## src/rtl/lbr_pkg.sv

```systemverilog
// Shared types and helpers for the last-branch-record controller.
package lbr_pkg;

  typedef enum logic {RECORD = 1'b0, DUMP = 1'b1} lbr_state_e;

  // Word offsets of a record inside its three-entry slot
  localparam logic [1:0] FROM = 2'd0;
  localparam logic [1:0] TO   = 2'd1;
  localparam logic [1:0] INFO = 2'd2;

  // One-hot branch type bit positions in br_info[3:0]
  localparam int T_CALL = 0;
  localparam int T_RET  = 1;
  localparam int T_JALR = 2;
  localparam int T_COND = 3;

  // Regfile entry holding word 'word' of record slot 'slot'
  function automatic int unsigned rec_entry(input int unsigned slot, input logic [1:0] word);
    return 3 * slot + 32'(word);
  endfunction

endpackage

```

## src/rtl/lbr_controller_if.sv

```systemverilog
// Replay stream plus the 3-write/1-read regfile port bundle.
// master = controller side, slave = checker/regfile side.
interface lbr_controller_if #(
  parameter int unsigned DATA_WIDTH = 16,
  parameter int unsigned ADDR_BITS  = 5
);
  logic                  dump_valid;
  logic                  dump_ready;
  logic                  dump_last;
  logic [DATA_WIDTH-1:0] dump_data;

  logic                  wEn0, wEn1, wEn2;
  logic [ADDR_BITS-1:0]  write_sel0, write_sel1, write_sel2;
  logic [DATA_WIDTH-1:0] write_data0, write_data1, write_data2;
  logic [ADDR_BITS-1:0]  read_sel;
  logic [DATA_WIDTH-1:0] read_data;

  modport master (
    output dump_valid, dump_last, dump_data,
    output wEn0, wEn1, wEn2, write_sel0, write_sel1, write_sel2,
    output write_data0, write_data1, write_data2, read_sel,
    input  dump_ready, read_data
  );

  modport slave (
    input  dump_valid, dump_last, dump_data,
    input  wEn0, wEn1, wEn2, write_sel0, write_sel1, write_sel2,
    input  write_data0, write_data1, write_data2, read_sel,
    output dump_ready, read_data
  );
endinterface

```

## src/rtl/lbr_dump_seq.sv

```systemverilog
// Replay sequencer: walks records oldest->newest, one word per handshake,
// and drives the regfile read select. Counters idle at zero outside a replay.
module lbr_dump_seq
  import lbr_pkg::*;
#(
  parameter int unsigned NUM_RECORDS = 8,
  parameter int unsigned ADDR_BITS   = 5,
  parameter int unsigned HW          = 3,
  parameter int unsigned CW          = 4
) (
  input  logic                 clock,
  input  logic                 reset,
  input  logic                 active,
  input  logic [HW-1:0]        head,
  input  logic [CW-1:0]        rec_count,
  input  logic                 dump_ready,
  output logic                 dump_valid,
  output logic                 dump_last,
  output logic                 done,
  output logic [ADDR_BITS-1:0] read_sel
);

  logic [CW-1:0] rec_idx;
  logic [1:0]    word;
  int unsigned   oldest, slot;
  logic          fire;

  // Oldest slot sits rec_count behind head; current slot is rec_idx past it
  always_comb begin
    oldest = 32'(head) + NUM_RECORDS - 32'(rec_count);
    if (oldest >= NUM_RECORDS) oldest = oldest - NUM_RECORDS;
    slot = oldest + 32'(rec_idx);
    if (slot >= NUM_RECORDS) slot = slot - NUM_RECORDS;
  end

  assign dump_valid = active;
  assign dump_last  = active && (word == INFO) && (32'(rec_idx) + 1 == 32'(rec_count));
  assign fire       = active && dump_ready;
  assign done       = fire && dump_last;
  assign read_sel   = active ? ADDR_BITS'(rec_entry(slot, word)) : '0;

  // Word/record counters advance only on an accepted word
  always_ff @(posedge clock or negedge reset) begin
    if (!reset) begin
      rec_idx <= '0;
      word    <= FROM;
    end else if (!active || done) begin
      rec_idx <= '0;
      word    <= FROM;
    end else if (fire) begin
      if (word == INFO) begin
        word    <= FROM;
        rec_idx <= rec_idx + 1'b1;
      end else begin
        word    <= word + 1'b1;
      end
    end
  end

endmodule

```

## src/rtl/lbr_controller.sv

```systemverilog
// Circular last-branch-record buffer over a 3-write/1-read regfile.
// Records one branch (from/to/info) per cycle, replays oldest->newest on request.
// Optional feature: define LBR_FILTER_EN to record only branch types enabled by filter_mask.
module lbr_controller
  import lbr_pkg::*;
#(
  parameter int unsigned DATA_WIDTH  = 16,
  parameter int unsigned ADDR_BITS   = 5,
  parameter int unsigned NUM_RECORDS = 8,
  parameter int unsigned DROP_W      = 8,
  localparam int unsigned CW = $clog2(NUM_RECORDS + 1),
  localparam int unsigned HW = (NUM_RECORDS > 1) ? $clog2(NUM_RECORDS) : 1
) (
  input  logic                  clock,
  input  logic                  reset,
  input  logic                  br_valid,
  input  logic [DATA_WIDTH-1:0] br_from,
  input  logic [DATA_WIDTH-1:0] br_to,
  input  logic [DATA_WIDTH-1:0] br_info,
  input  logic [3:0]            filter_mask,
  input  logic                  clear,
  input  logic                  dump_req,
  output logic                  busy,
  output logic [CW-1:0]         rec_count,
  output logic [DROP_W-1:0]     drop_count,
  lbr_controller_if.master      bus
);

  lbr_state_e    state;
  logic [HW-1:0] head, wr_slot, head_nxt;
  logic [CW-1:0] cnt_base, cnt_nxt;
  logic          type_pass, accept, in_dump, seq_done;

`ifdef LBR_FILTER_EN
  assign type_pass = |(br_info[3:0] & filter_mask);
`else
  logic unused_mask;
  assign type_pass   = 1'b1;
  assign unused_mask = ^filter_mask;
`endif

  assign in_dump = (state == DUMP);
  assign busy    = in_dump;

  // Next head/count; a clear redirects a same-cycle branch into slot 0
  always_comb begin
    accept   = reset && (state == RECORD) && br_valid && type_pass;
    wr_slot  = clear ? '0 : head;
    cnt_base = clear ? '0 : rec_count;
    head_nxt = wr_slot;
    cnt_nxt  = cnt_base;
    if (accept) begin
      head_nxt = (32'(wr_slot) == NUM_RECORDS - 1) ? '0 : wr_slot + 1'b1;
      if (32'(cnt_base) < NUM_RECORDS) cnt_nxt = cnt_base + 1'b1;
    end
  end

  // Same-cycle regfile write of all three record words
  always_comb begin
    bus.wEn0        = accept;
    bus.wEn1        = accept;
    bus.wEn2        = accept;
    bus.write_sel0  = '0;
    bus.write_sel1  = '0;
    bus.write_sel2  = '0;
    bus.write_data0 = '0;
    bus.write_data1 = '0;
    bus.write_data2 = '0;
    if (accept) begin
      bus.write_sel0  = ADDR_BITS'(rec_entry(32'(wr_slot), FROM));
      bus.write_sel1  = ADDR_BITS'(rec_entry(32'(wr_slot), TO));
      bus.write_sel2  = ADDR_BITS'(rec_entry(32'(wr_slot), INFO));
      bus.write_data0 = br_from;
      bus.write_data1 = br_to;
      bus.write_data2 = br_info;
    end
  end

  // Record/replay FSM; replay leaves head and rec_count untouched
  always_ff @(posedge clock or negedge reset) begin
    if (!reset) begin
      state      <= RECORD;
      head       <= '0;
      rec_count  <= '0;
      drop_count <= '0;
    end else begin
      case (state)
        RECORD: begin
          head      <= head_nxt;
          rec_count <= cnt_nxt;
          if (dump_req && rec_count != '0 && cnt_nxt != '0) state <= DUMP;
        end
        DUMP: begin
          if (br_valid && type_pass && drop_count != '1) drop_count <= drop_count + 1'b1;
          if (seq_done) state <= RECORD;
        end
        default: state <= RECORD;
      endcase
    end
  end

  lbr_dump_seq #(
    .NUM_RECORDS(NUM_RECORDS),
    .ADDR_BITS  (ADDR_BITS),
    .HW         (HW),
    .CW         (CW)
  ) u_seq (
    .clock     (clock),
    .reset     (reset),
    .active    (in_dump),
    .head      (head),
    .rec_count (rec_count),
    .dump_ready(bus.dump_ready),
    .dump_valid(bus.dump_valid),
    .dump_last (bus.dump_last),
    .done      (seq_done),
    .read_sel  (bus.read_sel)
  );

  // Word is only presented while a replay is in flight
  assign bus.dump_data = bus.dump_valid ? bus.read_data : '0;

endmodule

```

## src/flat_wrapper.sv

```systemverilog
// flat-port wrapper written by rule: the top's interface ports become plain ports
module lbr_controller_flat import lbr_pkg::*;
#(
  parameter int unsigned DATA_WIDTH  = 16,
  parameter int unsigned ADDR_BITS   = 5,
  parameter int unsigned NUM_RECORDS = 8,
  parameter int unsigned DROP_W      = 8,
  localparam int unsigned CW = $clog2(NUM_RECORDS + 1),
  localparam int unsigned HW = (NUM_RECORDS > 1) ? $clog2(NUM_RECORDS) : 1
)
  (clock, reset, br_valid, br_from, br_to, br_info, filter_mask, clear, dump_req, busy, rec_count, drop_count, bus_dump_valid, bus_dump_last, bus_dump_data, bus_wEn0, bus_wEn1, bus_wEn2, bus_write_sel0, bus_write_sel1, bus_write_sel2, bus_write_data0, bus_write_data1, bus_write_data2, bus_read_sel, bus_dump_ready, bus_read_data);
  lbr_controller_if #(.DATA_WIDTH(DATA_WIDTH), .ADDR_BITS(ADDR_BITS)) bus_i ();
  input  logic clock;
  input  logic reset;
  input  logic br_valid;
  input  logic [DATA_WIDTH-1:0] br_from;
  input  logic [DATA_WIDTH-1:0] br_to;
  input  logic [DATA_WIDTH-1:0] br_info;
  input  logic [3:0] filter_mask;
  input  logic clear;
  input  logic dump_req;
  output logic busy;
  output logic [CW-1:0] rec_count;
  output logic [DROP_W-1:0] drop_count;
  output wire logic [$bits(bus_i.dump_valid)-1:0] bus_dump_valid;
  output wire logic [$bits(bus_i.dump_last)-1:0] bus_dump_last;
  output wire logic [$bits(bus_i.dump_data)-1:0] bus_dump_data;
  output wire logic [$bits(bus_i.wEn0)-1:0] bus_wEn0;
  output wire logic [$bits(bus_i.wEn1)-1:0] bus_wEn1;
  output wire logic [$bits(bus_i.wEn2)-1:0] bus_wEn2;
  output wire logic [$bits(bus_i.write_sel0)-1:0] bus_write_sel0;
  output wire logic [$bits(bus_i.write_sel1)-1:0] bus_write_sel1;
  output wire logic [$bits(bus_i.write_sel2)-1:0] bus_write_sel2;
  output wire logic [$bits(bus_i.write_data0)-1:0] bus_write_data0;
  output wire logic [$bits(bus_i.write_data1)-1:0] bus_write_data1;
  output wire logic [$bits(bus_i.write_data2)-1:0] bus_write_data2;
  output wire logic [$bits(bus_i.read_sel)-1:0] bus_read_sel;
  input wire logic [$bits(bus_i.dump_ready)-1:0] bus_dump_ready;
  input wire logic [$bits(bus_i.read_data)-1:0] bus_read_data;
  assign bus_dump_valid = bus_i.dump_valid;
  assign bus_dump_last = bus_i.dump_last;
  assign bus_dump_data = bus_i.dump_data;
  assign bus_wEn0 = bus_i.wEn0;
  assign bus_wEn1 = bus_i.wEn1;
  assign bus_wEn2 = bus_i.wEn2;
  assign bus_write_sel0 = bus_i.write_sel0;
  assign bus_write_sel1 = bus_i.write_sel1;
  assign bus_write_sel2 = bus_i.write_sel2;
  assign bus_write_data0 = bus_i.write_data0;
  assign bus_write_data1 = bus_i.write_data1;
  assign bus_write_data2 = bus_i.write_data2;
  assign bus_read_sel = bus_i.read_sel;
  assign bus_i.dump_ready = bus_dump_ready;
  assign bus_i.read_data = bus_read_data;
  lbr_controller #(.DATA_WIDTH(DATA_WIDTH), .ADDR_BITS(ADDR_BITS), .NUM_RECORDS(NUM_RECORDS), .DROP_W(DROP_W)) u_core (.clock(clock), .reset(reset), .br_valid(br_valid), .br_from(br_from), .br_to(br_to), .br_info(br_info), .filter_mask(filter_mask), .clear(clear), .dump_req(dump_req), .busy(busy), .rec_count(rec_count), .drop_count(drop_count), .bus(bus_i));
endmodule
```

## config.mk

```make
export PLATFORM = sky130hd
export DESIGN_NAME = lbr_controller_flat
export DESIGN_NICKNAME = d
export VERILOG_FILES = /design/src/rtl/lbr_pkg.sv /design/src/rtl/lbr_controller_if.sv /design/src/rtl/lbr_dump_seq.sv /design/src/rtl/lbr_controller.sv /design/src/flat_wrapper.sv
export SDC_FILE = /design/constraint.sdc
export NUM_CORES = 1
export LEC_CHECK = 0
export BUFFER_PORTS_ARGS = -buffer_cell sky130_fd_sc_hd__buf_2
export CORE_MARGIN = 1
export CORE_UTILIZATION = 40
export DETAILED_ROUTE_END_ITERATION = 8
export HOLD_SLACK_MARGIN = 0.06
export PLACE_DENSITY = 0.9
export SYNTH_ARGS = -nofsm -noshare
export SYNTH_HDL_FRONTEND = slang
export SYNTH_HIERARCHICAL = 1
export SYNTH_SLANG_ARGS = --single-unit
```

## constraint.sdc

```tcl
create_clock -name clock -period 5.3 [get_ports clock]
set_clock_uncertainty 0.2 [all_clocks]
set_input_delay 0.53 -clock clock [delete_from_list [all_inputs] [get_ports clock]]
set_output_delay 0.53 -clock clock [all_outputs]
set_load 0.02 [all_outputs]
```

# Word-level counts from Yosys, hierarchy flattened
# Index checks and enable logic that the tools add are counted.
[totals] register_bits=22 word_cells=72
[classes] add_sub_neg=14 n_mul=2 order_cmp=3 eq_ne=4 muxes=25 bitwise=1 reduce_logical=17
[op_table] cell="$ge A32 B4 Y1 const B" count=2
[op_table] cell="$mux W16" count=4
[op_table] cell="$mux W32" count=2
[op_table] cell="$sub A32 B4 Y32 const B" count=2
[op_table] cell="$add A32 B4 Y32" count=1
[op_table] cell="$mul A2 B32 Y5 const A" count=1
[op_table] cell="$sub A32 B4 Y32" count=1
[op_table] cell="$mux W4" count=6
[op_table] cell="$mux W5" count=4
[op_table] cell="$logic_and A1 B1 Y1" count=9
[op_table] cell="$mux W3" count=3
[op_table] cell="$add A4 B1 Y4 const B" count=2
[op_table] cell="$add A8 B1 Y8 const B" count=1
[op_table] cell="$ne A8 B8 Y1 const B" count=1
[op_table] cell="$reduce_bool A4 Y1" count=2
[op_table] cell="$mux W2" count=3
[op_table] cell="$add A3 B4 Y5 const B" count=1
[op_table] cell="$add A4 B1 Y5 const B" count=1
[op_table] cell="$add A5 B1 Y5 const B" count=1
[op_table] cell="$add A5 B2 Y5" count=1
[op_table] cell="$add A5 B2 Y5 const B" count=1
[op_table] cell="$eq A5 B4 Y1" count=1
[op_table] cell="$mul A2 B3 Y5 const A" count=1
[op_table] cell="$lt A4 B4 Y1 const B" count=1
[op_table] cell="other kinds (11)" count=14

# Longest topological paths before layout
[logic_depth] word_depth=10 ltp_mapped=23 ltp_nobuf=23

# Cells and area by module
# The synthesis kept the hierarchy.
[by_module_without_submodules] module="lbr_controller" instances=1 cells_per_inst=196 area_each_um2=1629.1 seq_area_each_um2=400.4
[by_module_without_submodules] module="lbr_dump_seq" instances=1 cells_per_inst=132 area_each_um2=1143.6 seq_area_each_um2=150.1

# Worst setup path before layout
# OpenSTA, ideal clock, no wires.
[synth_path] path_type="register -> output" from="reg u_core.rec_count[2]" to="out bus_read_sel[4]" t_arrival_ns=4.745 setup_slack_ns=-0.175 stages_incl_launch_ff=23 path_buffers=0 path_cell_list="dfrtp_1 inv_1 ha_1 a21oi_1 and2_1 xor2_1 nand2_1 inv_1 ha_1 o311ai_0 o21a_1 ha_1 and2_1 a221o_1 mux2i_1 o31a_1 o22ai_1 ha_1 ha_1 a21oi_1 xnor2_1 nor3_2 and3b_1"
[synth_via] elab_chain_len=9
[synth_lines] item="start, declared" line="lbr_controller.sv:24" text="output logic [CW-1:0] rec_count,"
[synth_lines] item="start signal, assigned" line="lbr_controller.sv:90" text="rec_count <= cnt_nxt;"
[synth_lines] item="$sub A32 B4 Y32 *" line="lbr_dump_seq.sv:30" text="oldest = 32'(head) + NUM_RECORDS - 32'(rec_count);"
[synth_lines] item="$sub A32 B4 Y32 / $ge A32 B4 Y1 (equally long branches)" line="lbr_dump_seq.sv:31" text="if (oldest >= NUM_RECORDS) oldest = oldest - NUM_RECORDS;"
[synth_lines] item="$mux W32 *" line="lbr_dump_seq.sv:31"
[synth_lines] item="$add A32 B4 Y32 *" line="lbr_dump_seq.sv:32" text="slot = oldest + 32'(rec_idx);"
[synth_lines] item="$sub A32 B4 Y32 / $ge A32 B4 Y1 (equally long branches)" line="lbr_dump_seq.sv:33" text="if (slot >= NUM_RECORDS) slot = slot - NUM_RECORDS;"
[synth_lines] item="$mux W32 *" line="lbr_dump_seq.sv:33"
[synth_lines] item="$mul A2 B32 Y5 *" line="lbr_pkg.sv:19" text="return 3 * slot + 32'(word);"
[synth_lines] item="$add A5 B2 Y5 *" line="lbr_pkg.sv:19"
[synth_lines] item="$mux W5 *" line="lbr_dump_seq.sv:40" text="assign read_sel = active ? ADDR_BITS'(rec_entry(slot, word)) : '0;"
[synth_lines] item="end, declared" line="flat_wrapper.sv:37" text="output wire logic [$bits(bus_i.read_sel)-1:0] bus_read_sel;"
# Every way passes the cells marked *; elsewhere a longest branch is shown, timed or not.

# Final worst setup path
[layout_path] from="reg u_core.head[0]" to="out bus_read_sel[4]"
[layout_via] elab_chain_len=10
[layout_lines] item="start, declared" line="lbr_controller.sv:30" text="logic [HW-1:0] head, wr_slot, head_nxt;"
[layout_lines] item="start signal, assigned" line="lbr_controller.sv:89" text="head <= head_nxt;"
[layout_lines] item="$add A3 B4 Y5 *" line="lbr_dump_seq.sv:30"
[layout_lines] item="$sub A32 B4 Y32 *" line="lbr_dump_seq.sv:30"
[layout_lines] item="$sub A32 B4 Y32 / $ge A32 B4 Y1 (equally long branches)" line="lbr_dump_seq.sv:31"
[layout_lines] item="$mux W32 *" line="lbr_dump_seq.sv:31"
[layout_lines] item="$add A32 B4 Y32 *" line="lbr_dump_seq.sv:32"
[layout_lines] item="$sub A32 B4 Y32 / $ge A32 B4 Y1 (equally long branches)" line="lbr_dump_seq.sv:33"
[layout_lines] item="$mux W32 *" line="lbr_dump_seq.sv:33"
[layout_lines] item="$mul A2 B32 Y5 *" line="lbr_pkg.sv:19"
[layout_lines] item="$add A5 B2 Y5 *" line="lbr_pkg.sv:19"
[layout_lines] item="$mux W5 *" line="lbr_dump_seq.sv:40"
# Marks and branches as above.

==> flow_summary_export.csv <==
group,metric,value,unit
run_status,status,"finished with violations",
run_status,violations,"negative setup slack",
drt,routed_wl,8220,um
global_routing,grt_overflow_total,0,
drt,drt-met1-wl,2990,um
drt,highest_layer,"met4",
drt,antenna_left,0,
floorplan,die_area,7270,um2
setup_path,cp-start-kind,"register",
setup_path,worstPathArrival,4.64,ns
yosys,synth_enable_flop_cells,0,
drt,wl_met3,343,um
yosys,synth_fa_ha_area_frac,0.153,
job,max_cap_violations,0,
sta,fmax,0.186,GHz
clock_network,path_clk_slew,0.08,ns
setup_path,crit_type,"reg -> out",
clock_network,ctsLongestPathBuffers,2,
sta,final_hold_viol_count,0,
sta,finalSetupViolCount,1,
min_path,hp-class,"reg -> reg",
min_path,min_delay_worst_endpoint,"u_core/drop_count[6]",
finish,fin_nets,625,
setup_path,r2r_cells,6,
sta,slew_headroom,0.549,
yosys,netlist.area_leader.share,0.199,
setup_path,r2r_end,"u_core/u_seq/rec_idx[0]",
floorplan,row_count,29,
sta,rsz0062_at_grt,"true",
drt,detail_route.wl_per_cell,13.8,um
global_routing,grt_pass1_vias,3005,
power_and_ir_drop,leakage,2.26,nW
min_path,min_from,"u_core/drop_count[6]",
floorplan,core-area,6530,um2
finish,num_antenna_cells,0,
power_and_ir_drop,p_int,0.00160,W
sta,fin_ws,-0.0651,ns
power_and_ir_drop,power.density,753,nW/um2
yosys,syn_nets,433,
yosys,async_flop_share,1.00,
global_routing,grt_pass1_wl,12900,um
power_and_ir_drop,switching_share,0.485,
drt,via_per_inst,5.09,
clock_network,tritoncts,"yes",
setup_path,endpoint_kind,"primary output",
setup_path,crit_fanout,3,
global_routing,grt_use_total,0.213,
placed_design,io_buffers,171,
drt,drtIter0Drc,139,
yosys,yosys.area_share.simple,0.361,
power_and_ir_drop,p_clk_frac,0.039,
sta,min_period,5.37,ns
clock_network,cts-root-buf,"clkbuf_8",
min_path,holdPathStages,1,
drt,firstDrtPassIters,4,
finish,finish.instance_area,4120,um2
placed_design,pre_cts_ws,-0.108,ns
yosys,syn-cell-area,2770,um2
floorplan,start_util,0.425,
yosys,synth_compound_area_frac,0.123,
power_and_ir_drop,switchingPower,0.00150,W
power_and_ir_drop,combPwrFrac,0.856,
setup_path,crit_required,4.57,ns
placed_design,dpl.hpwl,6190,um
sta,slew_viol_final,0,
sta,worstMarginPinSlew,0.675,ns
sta,holdWs,0.324,ns
yosys,synthDistinctLibCells,62,
finish,syn_to_final_growth,48.6,%
yosys,synthCells,328,
yosys,synthMuxAreaShare,0.0203,
yosys,synth_top_area_cell,"dfrtp_1",
yosys,synth_seq_area_share,0.199,
floorplan,fp.dieW,85.3,um
clock_network,cts.sinks,22,
floorplan,pin_count,176,
yosys,synth.ff_latch_count,22,
placed_design,placed_area,3750,um2
power_and_ir_drop,ir_drop,0.625,mV
drt,drcViolationCount,0,
setup_path,r2r_slack,3.05,ns
clock_network,h-tree-depth,1,
power_and_ir_drop,p_seq_frac,0.105,
finish,drive_gt1_frac,0.478,
sta,fin_crit_sh,1.01,
yosys,synth_ff_type,"dfrtp_1",
yosys,ys_warn_count,6,
drt,met2_length,4820,um
setup_path,rr_startpoint,"u_core/u_seq/rec_idx[0]",
yosys,synth_xor_area_frac,0.0794,
placed_design,gp_congestion,0.870,
yosys,synth_top_family_by_area,"simple AND/OR/NAND/NOR gates",
drt,vias,3036,
floorplan,die_y,85.3,um
clock_network,insertion_delay,0.26,ns
clock_network,cts_made_buffers,3,
global_routing,grt_max_degree,62,
yosys,synth_area_leaders,"dfrtp_1, and2_1, ha_1, fa_1, xor2_1",
global_routing,antenna_found_initial,0,
yosys,avgSynthCellArea,8.45,um2
-- flip-flops by register name, indices dropped and copies added, names as in the netlist --
signal                flops
u_core/busy               1
u_core/drop_count         8
u_core/head               3
u_core/rec_count          4
u_core/u_seq/rec_idx      4
u_core/u_seq/word         2
-- per-layer routing --
| metal | global-route usage | vias up |
|---|---|---|
| met4 | 0.0561 | 0 |
| met1 | 0.221 | 1415 |
| met2 | 0.451 | 110 |
| li1 | - | 1503 |
| met3 | 0.0156 | 8 |
| met5 | 0 | - |
-- Yosys cell counts (all sizes together) (3+ instances only) --
library cell and count:
nor4 5, o21ai 9, fa 5, xor2 11
and3b 4, nand4 5, a211oi 3, buf 12
xnor2 9, nand2b 7, nor2b 7, nor3 7
nor2 15, inv 17, nand3b 3, dfrtp 22
and2 76, a21oi 8, a21o 3, nand2 17
nand3 11, clkbuf 6, ha 26, mux2i 3
-- metrics by stage --
| step | cells | util | power (W) | setup TNS, ns |
|---|---|---|---|---|
| finish | 596 | 0.631 | 0.00310 | -0.0651 |
| global route | 596 | 0.631 | 0.00334 | -0.351 |
| CTS | 592 | 0.610 | 0.00272 | -0.118 |
| detailed placement | 575 | 0.574 | 0.00240 | -0.108 |
| global placement | 575 | 0.574 | 0.00230 | 0 |
| floorplan | 328 | - | 0.00178 | 0 |
-- critical path, stage by stage (launching register included) --
cell and delay (ns):
dfrtp_1 0.40, inv_2 0.09, ha_4 0.14, inv_2 0.04, fa_2 0.36, buf_6 0.14, xor2_4 0.19, nor3_4 0.06
o311ai_2 0.25, o21a_1 0.17, ha_1 0.24, and2_4 0.15, a221o_1 0.37, buf_4 0.16, a31oi_2 0.19, a211oi_2 0.08
o22ai_2 0.15, ha_4 0.24, ha_4 0.29, a21oi_4 0.06, xnor2_2 0.14, nor3_2 0.11, and3b_2 0.23, buf_6 0.13
-- repair_timing --
item                                    4_1_cts  5_1_grt
gates resized for setup                      20       18
endpoints found under the setup margin        2        2
buffers inserted                             12        4
pin swaps                                    11       11
hold buffers                                  1        0
hold endpoints to repair                      5        0
-- kinds of logic after synthesis --
kind of cell | after synthesis
buffers and inverters | 35
XOR/XNOR | 22
AND/OR/NAND/NOR | 166
flip-flops | 22
AO/OA/AOI/OAI | 47
adder cells (fa/ha/maj) | 31
multiplexers | 5
-- cells in the final DEF (no fill, tap or decap), types with 3 or more instances in the layout --
cell type and n:
inv_2 5, o21ai_0 6, buf_2 169, nand2b_1 6, nor2b_1 7, a21oi_1 6, nand3_1 11, buf_6 5
nand2_1 13, o21ai_1 3, and2_1 74, ha_1 21, nand2_2 3, xor2_1 9, nand4_1 5, nor4_1 3
and3b_1 3, inv_1 12, dfrtp_2 3, nor2_1 15, fa_1 4, mux2i_1 3, buf_4 30, dfrtp_1 19
ha_4 5, xnor2_1 8, nor3_1 4, clkbuf_8 4, a21o_1 3
-- worst max path at each step --
stage / from / endpoint / slack (ns) / cells past startpoint
3_3_place_gp: u_core/head[0] / bus_read_sel[4] / 0.05 / 24
2_1_floorplan: u_core/rec_count[2] / bus_read_sel[4] / 0.0007 / 22
6_report: u_core/head[0] / bus_read_sel[4] / -0.07 / 23
3_5_place_dp: u_core/head[0] / bus_read_sel[4] / -0.11 / 24
4_1_cts: u_core/head[0] / bus_read_sel[4] / -0.12 / 21
5_1_grt: u_core/head[0] / bus_read_sel[4] / -0.27 / 23
-- area by class of cell --
cell class | count | area (um2)
fill | 549 | 2410
multi-input combinational | 271 | 2210
timing repair buffer | 205 | 1140
sequential | 22 | 554
tap | 77 | 96.3
inverter | 17 | 63.8
clock buffer | 4 | 55.1
-- power groups by stage --
stage,Clock [W],Combinational [W],Sequential (W)
finish,0.000121,0.00266,0.000325
global route,0.000132,0.00287,0.000339
CTS,0.000122,0.00228,0.000318
detailed placement,0,0.00208,0.000319
global placement,0,0.00198,0.000314
floorplan,0,0.00141,0.000364
(Power assumes the default switching activity.)
